**src/rtl/multi_cycle_ctrl_pkg.sv**
```systemverilog
// Shared definitions for the multi-cycle RV32I control FSM:
// state codes, opcode classes and datapath select encodings.
package multi_cycle_ctrl_pkg;

    typedef enum logic [3:0] {
        S_FETCH   = 4'd0,
        S_DECODE  = 4'd1,
        S_ADDR    = 4'd2,
        S_MEM_RD  = 4'd3,
        S_MEM_WR  = 4'd4,
        S_WB_MEM  = 4'd5,
        S_EXEC_R  = 4'd6,
        S_WB_ALU  = 4'd7,
        S_BRANCH  = 4'd8,
        S_ILLEGAL = 4'd9
    } state_t;

    localparam logic [4:0] OP_R      = 5'b01100;
    localparam logic [4:0] OP_LOAD   = 5'b00000;
    localparam logic [4:0] OP_STORE  = 5'b01000;
    localparam logic [4:0] OP_BRANCH = 5'b11000;

    localparam logic [1:0] SRC_A_PC    = 2'b00;
    localparam logic [1:0] SRC_A_OLDPC = 2'b01;
    localparam logic [1:0] SRC_A_RS1   = 2'b10;

    localparam logic [1:0] SRC_B_RS2   = 2'b00;
    localparam logic [1:0] SRC_B_FOUR  = 2'b01;
    localparam logic [1:0] SRC_B_IMM   = 2'b10;

    localparam logic [1:0] ALU_ADD     = 2'b00;
    localparam logic [1:0] ALU_SUB     = 2'b01;
    localparam logic [1:0] ALU_FUNCT   = 2'b10;

    typedef struct packed {
        logic r;
        logic load;
        logic store;
        logic branch;
        logic bad;
    } op_class_t;

endpackage

```
**src/rtl/multi_cycle_ctrl_opclass.sv**
```systemverilog
// One-hot opcode classifier for ir[6:2].
// Exactly one class bit is set for any input.
module multi_cycle_ctrl_opclass
    import multi_cycle_ctrl_pkg::*;
(
    input  logic [4:0] op,
    output op_class_t  cls
);

    always_comb begin
        cls = '0;
        unique case (1'b1)
            (op == OP_R):      cls.r      = 1'b1;
            (op == OP_LOAD):   cls.load   = 1'b1;
            (op == OP_STORE):  cls.store  = 1'b1;
            (op == OP_BRANCH): cls.branch = 1'b1;
            default:           cls.bad    = 1'b1;
        endcase
    end

endmodule

```
**src/rtl/multi_cycle_ctrl.sv**
```systemverilog
// Moore control FSM sequencing the shared multi-cycle datapath
// through FETCH/DECODE/EXECUTE/MEM/WB phases.
module multi_cycle_ctrl
    import multi_cycle_ctrl_pkg::*;
#(
    parameter int N = 32
) (
    input  logic         clk,
    input  logic         rst,
    input  logic [N-1:0] ir,
    input  logic         zero,
    input  logic         mem_ready,
    output logic         mem_req,
    output logic         mem_we,
    output logic         iord,
    output logic         ir_write,
    output logic         pc_write,
    output logic         pc_src,
    output logic [1:0]   alu_src_a,
    output logic [1:0]   alu_src_b,
    output logic [1:0]   alu_op,
    output logic         reg_write,
    output logic         mem_to_reg,
    output logic         illegal,
    output logic [3:0]   state
);

    state_t    cur, nxt;
    op_class_t cls;

    wire unused_ir = ^{ir[N-1:7], ir[1:0]};

    multi_cycle_ctrl_opclass u_opclass (
        .op  (ir[6:2]),
        .cls (cls)
    );

    always_ff @(posedge clk) begin
        if (!rst) cur <= S_FETCH;
        else      cur <= nxt;
    end

    always_comb begin
        nxt = cur;
        case (cur)
            S_FETCH:   nxt = mem_ready ? S_DECODE : S_FETCH;
            S_DECODE: begin
                nxt = S_ILLEGAL;
                if (cls.r)                   nxt = S_EXEC_R;
                if (cls.load || cls.store)   nxt = S_ADDR;
                if (cls.branch)              nxt = S_BRANCH;
            end
            S_ADDR:    nxt = cls.load ? S_MEM_RD : S_MEM_WR;
            S_MEM_RD:  nxt = mem_ready ? S_WB_MEM : S_MEM_RD;
            S_MEM_WR:  nxt = mem_ready ? S_FETCH : S_MEM_WR;
            S_WB_MEM:  nxt = S_FETCH;
            S_EXEC_R:  nxt = S_WB_ALU;
            S_WB_ALU:  nxt = S_FETCH;
            S_BRANCH:  nxt = S_FETCH;
            S_ILLEGAL: nxt = S_ILLEGAL;
            default:   nxt = S_ILLEGAL;
        endcase
    end

    always_comb begin
        mem_req    = 1'b0;
        mem_we     = 1'b0;
        iord       = 1'b0;
        ir_write   = 1'b0;
        pc_write   = 1'b0;
        pc_src     = 1'b0;
        alu_src_a  = SRC_A_PC;
        alu_src_b  = SRC_B_RS2;
        alu_op     = ALU_ADD;
        reg_write  = 1'b0;
        mem_to_reg = 1'b0;
        illegal    = 1'b0;
        state      = cur;
        case (cur)
            S_FETCH: begin
                mem_req   = 1'b1;
                alu_src_b = SRC_B_FOUR;
                ir_write  = mem_ready;
                pc_write  = mem_ready;
            end
            S_DECODE: begin
                alu_src_a = SRC_A_OLDPC;
                alu_src_b = SRC_B_IMM;
            end
            S_ADDR: begin
                alu_src_a = SRC_A_RS1;
                alu_src_b = SRC_B_IMM;
            end
            S_MEM_RD: begin
                mem_req = 1'b1;
                iord    = 1'b1;
            end
            S_MEM_WR: begin
                mem_req = 1'b1;
                mem_we  = 1'b1;
                iord    = 1'b1;
            end
            S_WB_MEM: begin
                reg_write  = 1'b1;
                mem_to_reg = 1'b1;
            end
            S_EXEC_R: begin
                alu_src_a = SRC_A_RS1;
                alu_op    = ALU_FUNCT;
            end
            S_WB_ALU:  reg_write = 1'b1;
            S_BRANCH: begin
                alu_src_a = SRC_A_RS1;
                alu_op    = ALU_SUB;
                pc_src    = 1'b1;
                pc_write  = zero;
            end
            S_ILLEGAL: illegal = 1'b1;
            default: ;
        endcase
        // Reset aborts any transfer in the same cycle.
        if (!rst) begin
            mem_req    = 1'b0;
            mem_we     = 1'b0;
            iord       = 1'b0;
            ir_write   = 1'b0;
            pc_write   = 1'b0;
            pc_src     = 1'b0;
            alu_src_a  = '0;
            alu_src_b  = '0;
            alu_op     = '0;
            reg_write  = 1'b0;
            mem_to_reg = 1'b0;
            illegal    = 1'b0;
            state      = '0;
        end
    end

endmodule

```
**config.mk**
```make
export PLATFORM = sky130hd
export DESIGN_NAME = multi_cycle_ctrl
export DESIGN_NICKNAME = d
export VERILOG_FILES = /design/src/rtl/multi_cycle_ctrl_pkg.sv /design/src/rtl/multi_cycle_ctrl_opclass.sv /design/src/rtl/multi_cycle_ctrl.sv
export SDC_FILE = /design/constraint.sdc
export NUM_CORES = 1
export LEC_CHECK = 0
export ABC_CLOCK_PERIOD_IN_PS = 1300
export BUFFER_PORTS_ARGS = -buffer_cell sky130_fd_sc_hd__buf_4
export CAP_MARGIN = 20
export CORE_UTILIZATION = 28
export DETAILED_ROUTE_END_ITERATION = 8
export MAX_ROUTING_LAYER = met4
export PLACE_DENSITY_LB_ADDON = 0.12
export REMOVE_ABC_BUFFERS = 1
export SYNTH_ARGS = -nofsm -noshare
export SYNTH_HDL_FRONTEND = slang
export SYNTH_SLANG_ARGS = --single-unit
```
**constraint.sdc**
```tcl
create_clock -name clk -period 1.3 [get_ports clk]
set_input_delay 0.13 -clock clk [delete_from_list [all_inputs] [get_ports clk]]
set_output_delay 0.13 -clock clk [all_outputs]
set_load 0.005 [all_outputs]
```
# Word-level counts from Yosys, hierarchy flattened
# Index checks and enable logic that the tools add are counted.
# word_totals
ff_bits	4
latchBits	0
mem_bits_rw	0
rom_bits	0
inputBits	36
output_inout_bits	19
memories	0
# op_classes
addsub	0
n_mul	0
div	0
order_cmp	0
n_eq_ne	12
shifts	0
muxes	37
bitwise_logic	0
n_reduce_logical	9
# ops
cell	n
$pmux W4 S7	1
$mux W1	22
$eq A4 B3 Y1 const B	4
$mux W4	4
$pmux W2 S2	3
$eq A5 B4 Y1 const B	2
$mux W3	3
$reduce_or A3 Y1	3
$eq A4 B2 Y1 const B	2
$eq A4 B4 Y1 const B	2
$mux W2	3
$reduce_or A2 Y1	3
$eq A5 B5 Y1 const B	1
$logic_not A5 Y1	1
$eq A4 B1 Y1 const B	1
$logic_not A4 Y1	1
$pmux W1 S2	1
$logic_or A1 B1 Y1	1

# Longest topological paths before layout
# Gate-level depths: netlist of run 1.
# depth
depth_word	6
mapped_depth	5

# Cells and area by module
# A second synthesis of run 1 with hierarchy kept.
# hier_totals
hier_cells	84
area_unflattened_um2	558.0
# modules_own_cells
module	n_inst	cells_each	area_each_um2
multi_cycle_ctrl	1	74	500.5
multi_cycle_ctrl_opclass	1	10	57.6

# Worst setup path before layout of run 1
# OpenSTA, ideal clock, no wires.
# synth_timing
path_kind	reg2out
from	reg cur[2]
to	out pc_write
t_arrival_ns	1.181
required_ns	1.170
path_slack_ns	-0.011
path_stages_with_launch	5
n_path_buf	1
path_cell_list	dfxtp_1 -> buf_2 -> or3_1 -> nor2_1 -> a21o_1
# synth_between
elab_chain_cells	3
# synth_lines
item	line	source
from (decl)	multi_cycle_ctrl.sv:28	state_t cur, nxt;
from (signal assigned)	multi_cycle_ctrl.sv:40	else cur <= nxt;
$eq A4 B4 Y1 or $logic_not A4 Y1 (tied branches)	multi_cycle_ctrl.sv:79	case (cur)
$pmux W1 S2 *	multi_cycle_ctrl.sv:79	
$mux W1 *	multi_cycle_ctrl.sv:122	if (!rst) begin
to (decl)	multi_cycle_ctrl.sv:17	output logic pc_write,
# Every way passes the cells marked *; elsewhere a longest branch is shown, timed or not.

# Final worst setup path of run 1
# layout_timing
from	reg cur[1]
to	out pc_write
# Same word-level chain as after synthesis.

==> metrics.md, run 1 <==
| Metric | Value |
|---|---|
| Tcrit/Tclk final | 114.0% |
| Required @ worst endpoint | between 1 and 1.5 ns |
| Initial antenna violation count | 0 |
| CTS tree | built |
| Core area | 1506 µm² |
| Layout Skew | just over 0.007 ns |
| Worst-Margin Slew | approximately 0.26 ns |
| DR pass1 iterations | 4 |
| Final instance area | 947.2 µm² |
| Routed Antenna Nets | 0 |
| Post-route DRC | 0 |
| Final core occ | between 60% and 70% |
| Clk root buf | clkbuf_4 |
| Post-synth EDFFs | 0 |
| Placed cell areas | approximately 780 µm² |
| Diode count | 0 |
| Worst Setup End Kind | output port |
| Top Usage Layer GRT | met2 |
| Status | complete, but fails checks |
| Initial Utilization | roughly 30% |
| Die Span Y | between 40 and 50 µm |
| Vias in the first global route | about 600 |
| Max-Cap Viols | 0 |
| First-pass GRT wire length | ~2500 µm |
| Clk buf depth | 2 |
| WHS Endpoint | cur[3] |
| Biggest register | cur |
| Slowest cell on the critical path | or3_4 |
| Post-Synth Simple-Gate Area | roughly 44% |
| Clock power frac | slightly below 20% |
| CTS Buf Count | 3 |
| Critical-path cell list | or3_4, nor2_2, a21o_1, buf_4 |
| Clk pin slew, worst setup/hold paths | around 0.04 ns |
| Post-Synth XOR/XNOR Area | under 10% |
| Total routed wirelength | 1445 µm |
| Commonest cells post-synth | nor2_1, inv_1, nand2_1 |
| Post-route worst setup slack | -0.1815 ns |
| Net Sw Frac | between 30% and 40% |
| Met2 global-route usage | 29.69% |
| Failing checks | setup timing |
| Slew Limit Fails | 0 |
| Final Hold Fails | 0 |
| Worst hold stages | 3 |
| Worst setup SP type | flop |
| Fmax | just under 700 MHz |
| Clk Latency, worst-skew pair | 0.24 ns |
| CTS sink count | 4 |
| Crit path kind | flop to output port |
| Top flop regs | cur x4 |
| Hold path start | rst |
| Fillers | between 100 and 150 |
| Sequential power share | 20.1% |
| DP HPWL | ~1100 µm |
| CP peak stage delay | about 0.40 ns |
| Power per cell area | 813.8 nW/µm² |
| Asr flop ratio synth | 0% |
| Mux contribution to synthesized area | ~2.5% |
| Post-Synth Adder-Cell Area | under 10% |
| Hold Crit Class | input pin to flop |
| I/O pin total | 55 |
| Top cell type's share of synthesized area | between 15 and 20% |
| Delay-heaviest family, CP | simple AND/OR/NAND/NOR gates |
| Register area share after synthesis | 17.88% |
| #FFs+latches synth | 4 |
| Largest net degree at the start of global routing | 10 |
| Share of cells above drive strength 1 | roughly two thirds |
| Number of distinct library cells after synthesis | 32 |
| Synth Warn # | 0 |
| Num rows | 14 |
| WP buf/inv | 1 |
| H-tree Lvls | 1 |
| Vias | about 630 |
| Max FFs per register | 4 |
| Worst Hold Slack | 0.1850 ns |
| Setup TNS | -1.306 ns |
| Wire per inst | between 10 and 15 µm |
| Flop2flop setup slack | -0.03 ns |
| Area growth syn-to-layout | 111.5% |
| Relative slew slack | 82.45% |
| Die Width | 42.00 µm |
| Mean Syn Cell Area | between 6 and 7 µm² |
| Synthesized instance count | 67 |
| GRT Overall Usage | a little under a fifth |
| Port bufs | 27 |
| Final net count | between 150 and 200 |
| FF-to-FF Start | cur[1] |
| LEAKAGE | 0.0004649 µW |
| Arrival time worst endpoint | roughly 1.4 ns |
| Top_reg_cell synth | dfxtp_1 |
| DR iter-0 viols | 5 |
| CP Launch Point | cur[1] |
| GR Util met3 | around 5.2% |
| Reg2Reg Depth | 5 |
| Internal power | a little over 500 µW |
| Cell taking the most area after synthesis | dfxtp_1 |
| RSZ-0062 raised after global routing | true |
| Gr ovfl total | 0 |
| Synth Area in Compound Gates | 21.79% |
| Largest family of logic cells by synthesized area | simple AND/OR/NAND/NOR gates |
| Top-count cell post-synth | nor2_1 |
| Final worst path period need | between 1 and 1.5 ns |
| Met1 Use GR | a little under a quarter |
| Capturing point of the worst reg2reg path | cur[0] |
| Worst IR Drop VDD | about 650 µV |
| Combinational group share of total power | between 60% and 70% |
| Die area | 1764 µm² |
| Routed vias/inst | ~4.8 |
| Pre-CTS WS | -0.02554 ns |
| Critical path fanouts, max | 4 |
| Synthesized area | ~450 µm² |
| Switching power total | approximately 250 µW |
| RD Place Congestion | approximately 0.78 |
| Synth area leaders | dfxtp_1, nor2_1, a21oi_1 |
| Setup violations, final | 13 |
## placed cells by master (no fill, tap or decap), drive strengths merged
master and instances:
nor4 1, o211ai 2, nand2b 2, or2 1, nor2 9, a211o 1
a31oi 2, a311o 1, nor2b 2, xnor2 1, maj3 1, or3 1
nor3 6, o21ai 3, buf 51, a21o 1, a21oi 4, or4b 1
clkbuf 3, mux2 1, a31o 1, and2 3, nand3b 1, nand2 6
dfxtp 4, and3 1, inv 5, nor3b 1
## power by group through the flow
stage	sequential (µW)	combinational, µW	clock [µW]
after floorplan	162	129	0
after global placement	156	345	0
after detailed placement	156	343	0
after CTS	156	453	155
after global routing	157	505	172
final	155	464	152
## kinds of logic after synthesis
kind of cell / count (synthesis)
and+or+nand+nor: 35
AOI/OAI and AO/OA: 15
buffers and inverters: 10
DFF: 4
xor gates and xnor gates: 1
muxes: 1
adders and majority gates: 1
## worst min-delay path: stages
cell and delay (ns):
buf_4 0.15, nand2_1 0.06, nor2_1 0.04
## how the worst max path moves through the flow
stage / end / depth (start not counted)
2_1_floorplan: pc_write / 3
3_3_place_gp: cur[0] / 5
3_5_place_dp: cur[1] / 5
4_1_cts: pc_write / 4
5_1_grt: pc_src / 4
6_report: pc_write / 4
## repair_timing
item | CTS | global route
hold endpoints to repair | 0 | 0
pin swaps | 10 | 4
hold buffers | 0 | 0
setup endpoints to repair | 18 | 19
buffers inserted | 7 | 2
gates resized for setup | 25 | 9
## metal layers
metal / vias up / part of all wire (%) / wire [µm]
li1: 331 / - / -
met1: 277 / 42 / 610
met2: 21 / 52 / 756
met3: 0 / 5.4 / 78
met4: 0 / 0 / 0
met5: - / 0 / 0
## through the flow
step / total power (µW) / instances
after global placement: 500.9 / 123
after floorplan: 291.8 / 62
after global routing: 834.8 / 132
final: 770.8 / 132
after CTS: 764.3 / 132
after detailed placement: 499.5 / 123
## area by class of cell
type,count,area [µm²],area share (%)
Timing Repair Buffer,51,401.6,42.40
Sequential cell,4,92.59,9.775
Inverter,5,21.27,2.246
Multi-Input combinational cell,53,389.1,41.08
Clock buffer,3,22.52,2.378
Tap cell,16,20.02,2.114
Power figures use the tool's default switching activity.
==> run 2: changes to the inputs <==
==> constraint.sdc (replaced) <==
create_clock -name clk -period 1.3 [get_ports clk]
set_input_delay 0.26 -clock clk [delete_from_list [all_inputs] [get_ports clk]]
set_output_delay 0.26 -clock clk [all_outputs]
set_load 0.005 [all_outputs]
==> run 2 against run 1 <==
  * The run still ends with setup timing left
  * Highest routed layer unchanged
  * First-iteration DRC count rose to 4.0 times the previous value
  * Total power up 12%
  * Non-clock buffer count is 12 higher
  * Clock skew fell by 0.0039 ns
==> metrics.md, run 2 (synthesis results as in run 1) <==
| Metric | Value |
|---|---|
| Status | complete, but fails checks |
| Failing checks | setup timing |
| RD Place Congestion | 0.7656 (-1.6%) |
| Metal3 WL | 65 µm (-17%) |
| # hold bufs at CTS | 0 (unchanged) |
| LEAKAGE | 0.0005680 µW (+22%) |
| Die Span Y | 42.00 µm (unchanged) |
| Biggest register | cur |
| Tcrit/Tclk final | 122.0% (+8.0 points) |
| Routed Antenna Nets | 0 (unchanged) |
| GRT Overall Usage | 17.47% (-0.81 points) |
| Diode count | 0 (unchanged) |
| Crit path kind | flop to output port |
| DR pass1 iterations | 4 (unchanged) |
| Commonest non-fill, non-tap cell in the layout | buf_4 |
| CTS Buf Count | 3 (unchanged) |
| RSZ-0062 raised after global routing | true |
| Sequential power share | 17.9% (-2.2 points) |
| Die Width | 42.00 µm (unchanged) |
| M1 WL | 864 µm (+42%) |
| Core area | 1506 µm² (unchanged) |
| Internal power | 568.7 µW (+9.4%) |
| Placed cell areas | 757.0 µm² (-2.9%) |
| Switching power total | 294.2 µW (+17%) |
| Slew Limit Fails | 0 (unchanged) |
| Met2 Wirelength | 953 µm (+26%) |
| Worst-Margin Slew | 0.2591 ns (-0.001355 ns) |
| CTS sink count | 4 (unchanged) |
| Share of cells above drive strength 1 | 77.34% (+9.2 points) |
| Power Total | 862.9 µW (+12%) |
| Final core occ | 77.16% (+14 points) |
| Layout Skew | 0.003184 ns (-0.003859 ns) |
| Initial Utilization | 29.73% (unchanged) |
| Pre-CTS WS | -0.1493 ns (-0.1238 ns) |
| Top layer used by detailed routing | met3 |
| Clk root buf | clkbuf_4 |
| Vias | 719 (+14%) |
| Combinational group share of total power | 65.6% (+5.4 points) |
| Total routed wirelength | 1882 µm (+30%) |
| DR iter-0 viols | 20 (+15) |
| Routed vias/inst | 4.993 (+4.8%) |
| Clk Latency, worst-skew pair | 0.22 ns (-0.02 ns) |
| Clock power frac | 16.4% (-3.3 points) |
| H-tree Lvls | 1 (unchanged) |
| Power per cell area | 742.4 nW/µm² (-8.8%) |
| First-pass GRT wire length | 2332 µm (-6.3%) |
| Relative slew slack | 82.54% (+0.091 points) |
| Max FFs per register | 4 (unchanged) |
| DP HPWL | 1062 µm (-1.8%) |
| CTS tree | built |
| Port bufs | 27 (unchanged) |
| Worst IR Drop VDD | 505.2 µV (-23%) |
| Clk pin slew, worst setup/hold paths | 0.04 ns (about the same) |
| Setup violations, final | 18 (+5) |
| Final Hold Fails | 0 (unchanged) |
| Required @ worst endpoint | 1.04 ns (-0.13 ns) |
| Worst Setup End Kind | output port |
| Final worst path period need | 1.586 ns (+0.1042 ns) |
| Commonest cells after routing, fill and taps aside | buf_4, buf_6, nand2_1, inv_1, nor3_2 |
| Worst Hold Slack | 0.3306 ns (+0.1455 ns) |
| Area growth syn-to-layout | 159.5% |
| I/O pin total | 55 (unchanged) |
| Hold Crit Class | input pin to flop |
| Gr ovfl total | 0 (unchanged) |
| Final instance area | 1162 µm² (+23%) |
| Vias in the first global route | 549 (-6.5%) |
| Final net count | 166 (+7.8%) |
| Arrival time worst endpoint | 1.33 ns (-0.02 ns) |
| Post-route DRC | 0 (unchanged) |
| Clk buf depth | 2 (unchanged) |
| Largest net degree at the start of global routing | 11 (+1) |
| Max-Cap Viols | 0 (unchanged) |
| Die area | 1764 µm² (unchanged) |
| Flop2flop setup slack | -0.07 ns (-0.04 ns) |
| Worst setup SP type | flop |
| Post-route worst setup slack | -0.2856 ns (-0.1042 ns) |
| Critical path fanouts, max | 3 (-1) |
| Top flop regs | cur x4 |
| Num rows | 14 (unchanged) |
| Net Sw Frac | 34.10% (+1.6 points) |
| Fmax | 630.7 MHz (-6.6%) |
| Wire per inst | 13.07 µm (+19%) |
| Initial antenna violation count | 0 (unchanged) |
[run 2: changes by cell type in the layout (fill, tap and decap cells not counted), sizes merged]
cell	delta
buf	+12
[run 2: stage by stage]
stage	TNS (ns)	instances
after floorplan	-0.2996	62
after global placement	-0.8976	120
after detailed placement	-0.8551	120
after CTS	-3.171	131
after global routing	-3.939	144
final	-3.114	144
[run 2: final timing paths]
check               from        to  cells after the start
hold reg to reg   cur[3]    cur[3]                      3
hold / removal       rst    cur[3]                      3
setup reg to reg  cur[2]    cur[2]                      6
setup / recovery  cur[1]  pc_write                      4
[run 2: power by group through the flow]
stage	Clock (µW)	Sequential (µW)	Combinational, µW
finish	142	155	566
global placement	0	149	324
global route	161	157	598
CTS	147	151	398
floorplan	0	162	129
detailed placement	0	149	322
[run 2: layer usage]
metal | track usage (%) | up-vias
li1 | - | 362
met5 | - | -
met2 | 30.00 | 25
met1 | 22.40 | 332
met4 | 1.935 | 0
met3 | 2.586 | 0
[run 2: area by class of cell]
type | count | area (µm²)
timing repair buffer | 63 | 546.8
multi-input combinational | 53 | 461.7
fill | 90 | 344.1
sequential | 4 | 90.09
clock buffer | 3 | 22.52
inverter | 5 | 21.27
tap | 16 | 20.02
[run 2: worst max-delay path, cell delays in order (launching register included)]
cell and delay (ns):
dfxtp_2 0.31, or3_4 0.42, nor3_4 0.16, a21o_1 0.11
buf_4 0.10
[run 2: repair_timing]
| item | in CTS | in global routing |
|---|---|---|
| pin swaps | 11 | 12 |
| hold endpoints to repair | 0 | 0 |
| resized for setup | 25 | 33 |
| cloned | 0 | 1 |
| endpoints found under the setup margin | 19 | 20 |
| setup buffers | 8 | 12 |
==> run 3: changes to the inputs <==
CORE_UTILIZATION = 31   (was 28)
PLACE_DENSITY = 0.71   (was default)
PLACE_DENSITY_LB_ADDON = default   (was 0.12)
SYNTH_HIERARCHICAL = 1   (was default)
==> run 3 against run 2 <==
  * Flip-flop and latch count did not move
  * Maximum frequency up 9.1%
  * Register-to-register slack barely moved
  * Highest routed layer is now met4
  * Clock skew increased by 0.016 ns
  * The flow finishes with violations (DRC, setup timing)
  * Largest power group unchanged
  * Critical endpoint is now alu_src_a[0]
  * Synthesized cell count rose by 22%
==> metrics.md, run 3 <==
| Metric | Value |
|---|---|
| Status | complete, but fails checks |
| Failing checks | DRC, setup timing |
| Initial antenna violation count | 0 (unchanged) |
| First-pass GRT wire length | 3360 µm (+44%) |
| Layout Skew | 0.01898 ns (+0.01579 ns) |
| Routed Antenna Nets | 0 (unchanged) |
| Fillers | 111 (+23%) |
| WP buf/inv | 2 (+1) |
| Fmax | 687.9 MHz (+9.1%) |
| RSZ-0062 raised after global routing | true |
| Die area | 1915 µm² (+8.6%) |
| Commonest cells after routing, fill and taps aside | buf_4, nor2_1, buf_6 |
| CTS tree | built |
| Synthesized instance count | 82 (+22%) |
| Area growth syn-to-layout | 115.0% |
| Biggest register | cur |
| Relative slew slack | 78.07% (-4.5 points) |
| Met2 global-route usage | 42.69% (+13 points) |
| Diode count | 0 (unchanged) |
| Worst IR Drop VDD | 545.4 µV (+8.0%) |
| RD Place Congestion | 0.8657 (+13%) |
| Hold Crit Class | input pin to flop |
| Slowest cell on the critical path | dfxtp_4 |
| LEAKAGE | 0.0005209 µW (-8.3%) |
| # hold bufs at CTS | 0 (unchanged) |
| Die Width | 43.76 µm (+4.2%) |
| Wire per inst | 16.80 µm (+29%) |
| Tcrit/Tclk final | 111.8% (-10 points) |
| FF-to-FF Start | cur[2] |
| Core area | 1559 µm² (+3.5%) |
| Setup violations, final | 21 (+3) |
| Cell count along the critical path | 3 (-1) |
| Clk buf depth | 2 (unchanged) |
| Synth Warn # | 6 (+6) |
| CTS sink count | 4 (unchanged) |
| Power per cell area | 610.6 nW/µm² (-18%) |
| Crit path kind | flop to output port |
| Vias | 861 (+20%) |
| Slew Limit Fails | 0 (unchanged) |
| DP HPWL | 1333 µm (+26%) |
| Final core occ | 74.56% (-2.6 points) |
| Critical path fanouts, max | 7 (+4) |
| Worst-Margin Slew | 0.3270 ns (+0.06786 ns) |
| Worst setup SP type | flop |
| Routed vias/inst | 5.818 (+17%) |
| Most Frequent Cell on Critical Path | buf_4 |
| Vias in the first global route | 746 (+36%) |
| Mean Syn Cell Area | 6.592 µm² (-1.4%) |
| Final net count | 170 (+2.4%) |
| Final worst path period need | 1.454 ns (-0.1319 ns) |
| DR iter-0 viols | 31 (+55%) |
| Post-route DRC | 3 (+3) |
| Reg2Reg Depth | 4 (-2) |
| Flop2flop setup slack | -0.06 ns (about the same) |
| Capturing point of the worst reg2reg path | cur[0] |
| Critical-path cell list | buf_4, nor4_4, buf_4 |
| I/O pin total | 55 (unchanged) |
| WHS Endpoint | cur[0] |
| Die Span Y | 43.76 µm (+4.2%) |
| Commonest non-fill, non-tap cell in the layout | buf_4 |
| Top Usage Layer GRT | met2 |
| DR pass1 iterations | 6 (+2) |
| Synthesized area | 540.5 µm² (+21%) |
| GRT Overall Usage | 24.56% (+7.1 points) |
| Required @ worst endpoint | 1.04 ns (about the same) |
| Max FFs per register | 4 (unchanged) |
| CP peak stage delay | 0.38 ns (-0.04 ns) |
| Final instance count without filler cells | 148 (+2.8%) |
| Post-route worst setup slack | -0.1537 ns (+0.1319 ns) |
| Max-Cap Viols | 0 (unchanged) |
| Placed Cells | 135 (+13%) |
| Port bufs | 27 (unchanged) |
| Final Hold Fails | 0 (unchanged) |
| Clk Latency, worst-skew pair | 0.25 ns (+0.03 ns) |
| Worst hold stages | 2 (-1) |
| Delay-heaviest family, CP | flip-flops |
| Sequential Area | 95.09 µm² (+5.6%) |
| Initial Utilization | 34.67% (+4.9 points) |
| Top flop regs | cur x4 |
| Multi-input combinational cell area | 561.8 µm² (+22%) |
| Total routed wirelength | 2487 µm (+32%) |
| Clk pin slew, worst setup/hold paths | 0.05 ns (about the same) |
| CP Launch Point | cur[3] |
| Hold path start | rst |
| Arrival time worst endpoint | 1.19 ns (-0.14 ns) |
| CTS Buf Count | 3 (unchanged) |
| Worst Setup End Kind | output port |
| Gr ovfl total | 0 (unchanged) |
| Met1 Use GR | 27.99% (+5.6 points) |
| Num rows | 14 (unchanged) |
| H-tree Lvls | 1 (unchanged) |
| GR Util met3 | 3.333% (+0.75 points) |
| Largest net degree at the start of global routing | 11 (unchanged) |
| Clk root buf | clkbuf_4 |
| Share of cells above drive strength 1 | 71.21% (-6.1 points) |
run 3: through the flow:
step | total power (µW) | setup TNS [ns] | hold slack (ns) | worst slack (ns) | instance area (µm²)
2_1_floorplan | 257.4 | -0.9233 | 0.3879 | -0.3776 | 465.4
3_3_place_gp | 397.2 | -1.218 | 0.5484 | -0.3221 | 815.8
3_5_place_dp | 404.9 | -1.881 | 0.5506 | -0.3782 | 815.8
4_1_cts | 618.1 | -1.684 | 0.3187 | -0.1190 | 1035
5_1_grt | 732.6 | -2.925 | 0.3664 | -0.1764 | 1162
6_report | 709.8 | -2.054 | 0.3537 | -0.1537 | 1162
run 3: repair_timing:
action / CTS / global route
setup endpoints to repair: 23 / 22
hold endpoints to repair: 0 / 0
buffers inserted: 4 / 6
pin swaps: 9 / 6
resized for setup: 44 / 17
run 3: worst max-delay path by stage:
stage	endpoint	slack (ns)
CTS	alu_src_a[1]	-0.12
floorplan	cur[0]	-0.38
global placement	cur[0]	-0.32
detailed placement	cur[3]	-0.38
finish	alu_src_a[0]	-0.15
global route	mem_req	-0.18
run 3: metal layers:
layer,share of wire (%),up-vias,wire (µm)
met5,0,-,0
met4,2.6,0,65
met3,8.7,11,216
met2,54,62,1339
met1,35,395,865
li1,-,393,-
run 3: area by class of cell:
cell class / count / share of cell area [%]
Timing Repair Buffer: 54 / 37.46
Multi-Input combinational cell: 65 / 48.33
Sequential cell: 4 / 8.181
Tap cell: 16 / 1.722
Inverter: 6 / 2.368
Clock buffer: 3 / 1.938
run 3: power by group:
| group | switching [µW] | internal, µW |
|---|---|---|
| sequential | 29.6 | 131 |
| clock | 62.7 | 104 |
| combinational | 184 | 198 |
| total | 277 | 433 |
run 3: worst register-to-register path, delay by kind of cell, from the launching register on:
family / cells / cell delay, ns
and+or+nand+nor: 1 / 0.31
DFF: 1 / 0.37
buffers and inverters: 1 / 0.16
AOI/OAI and AO/OA: 2 / 0.42
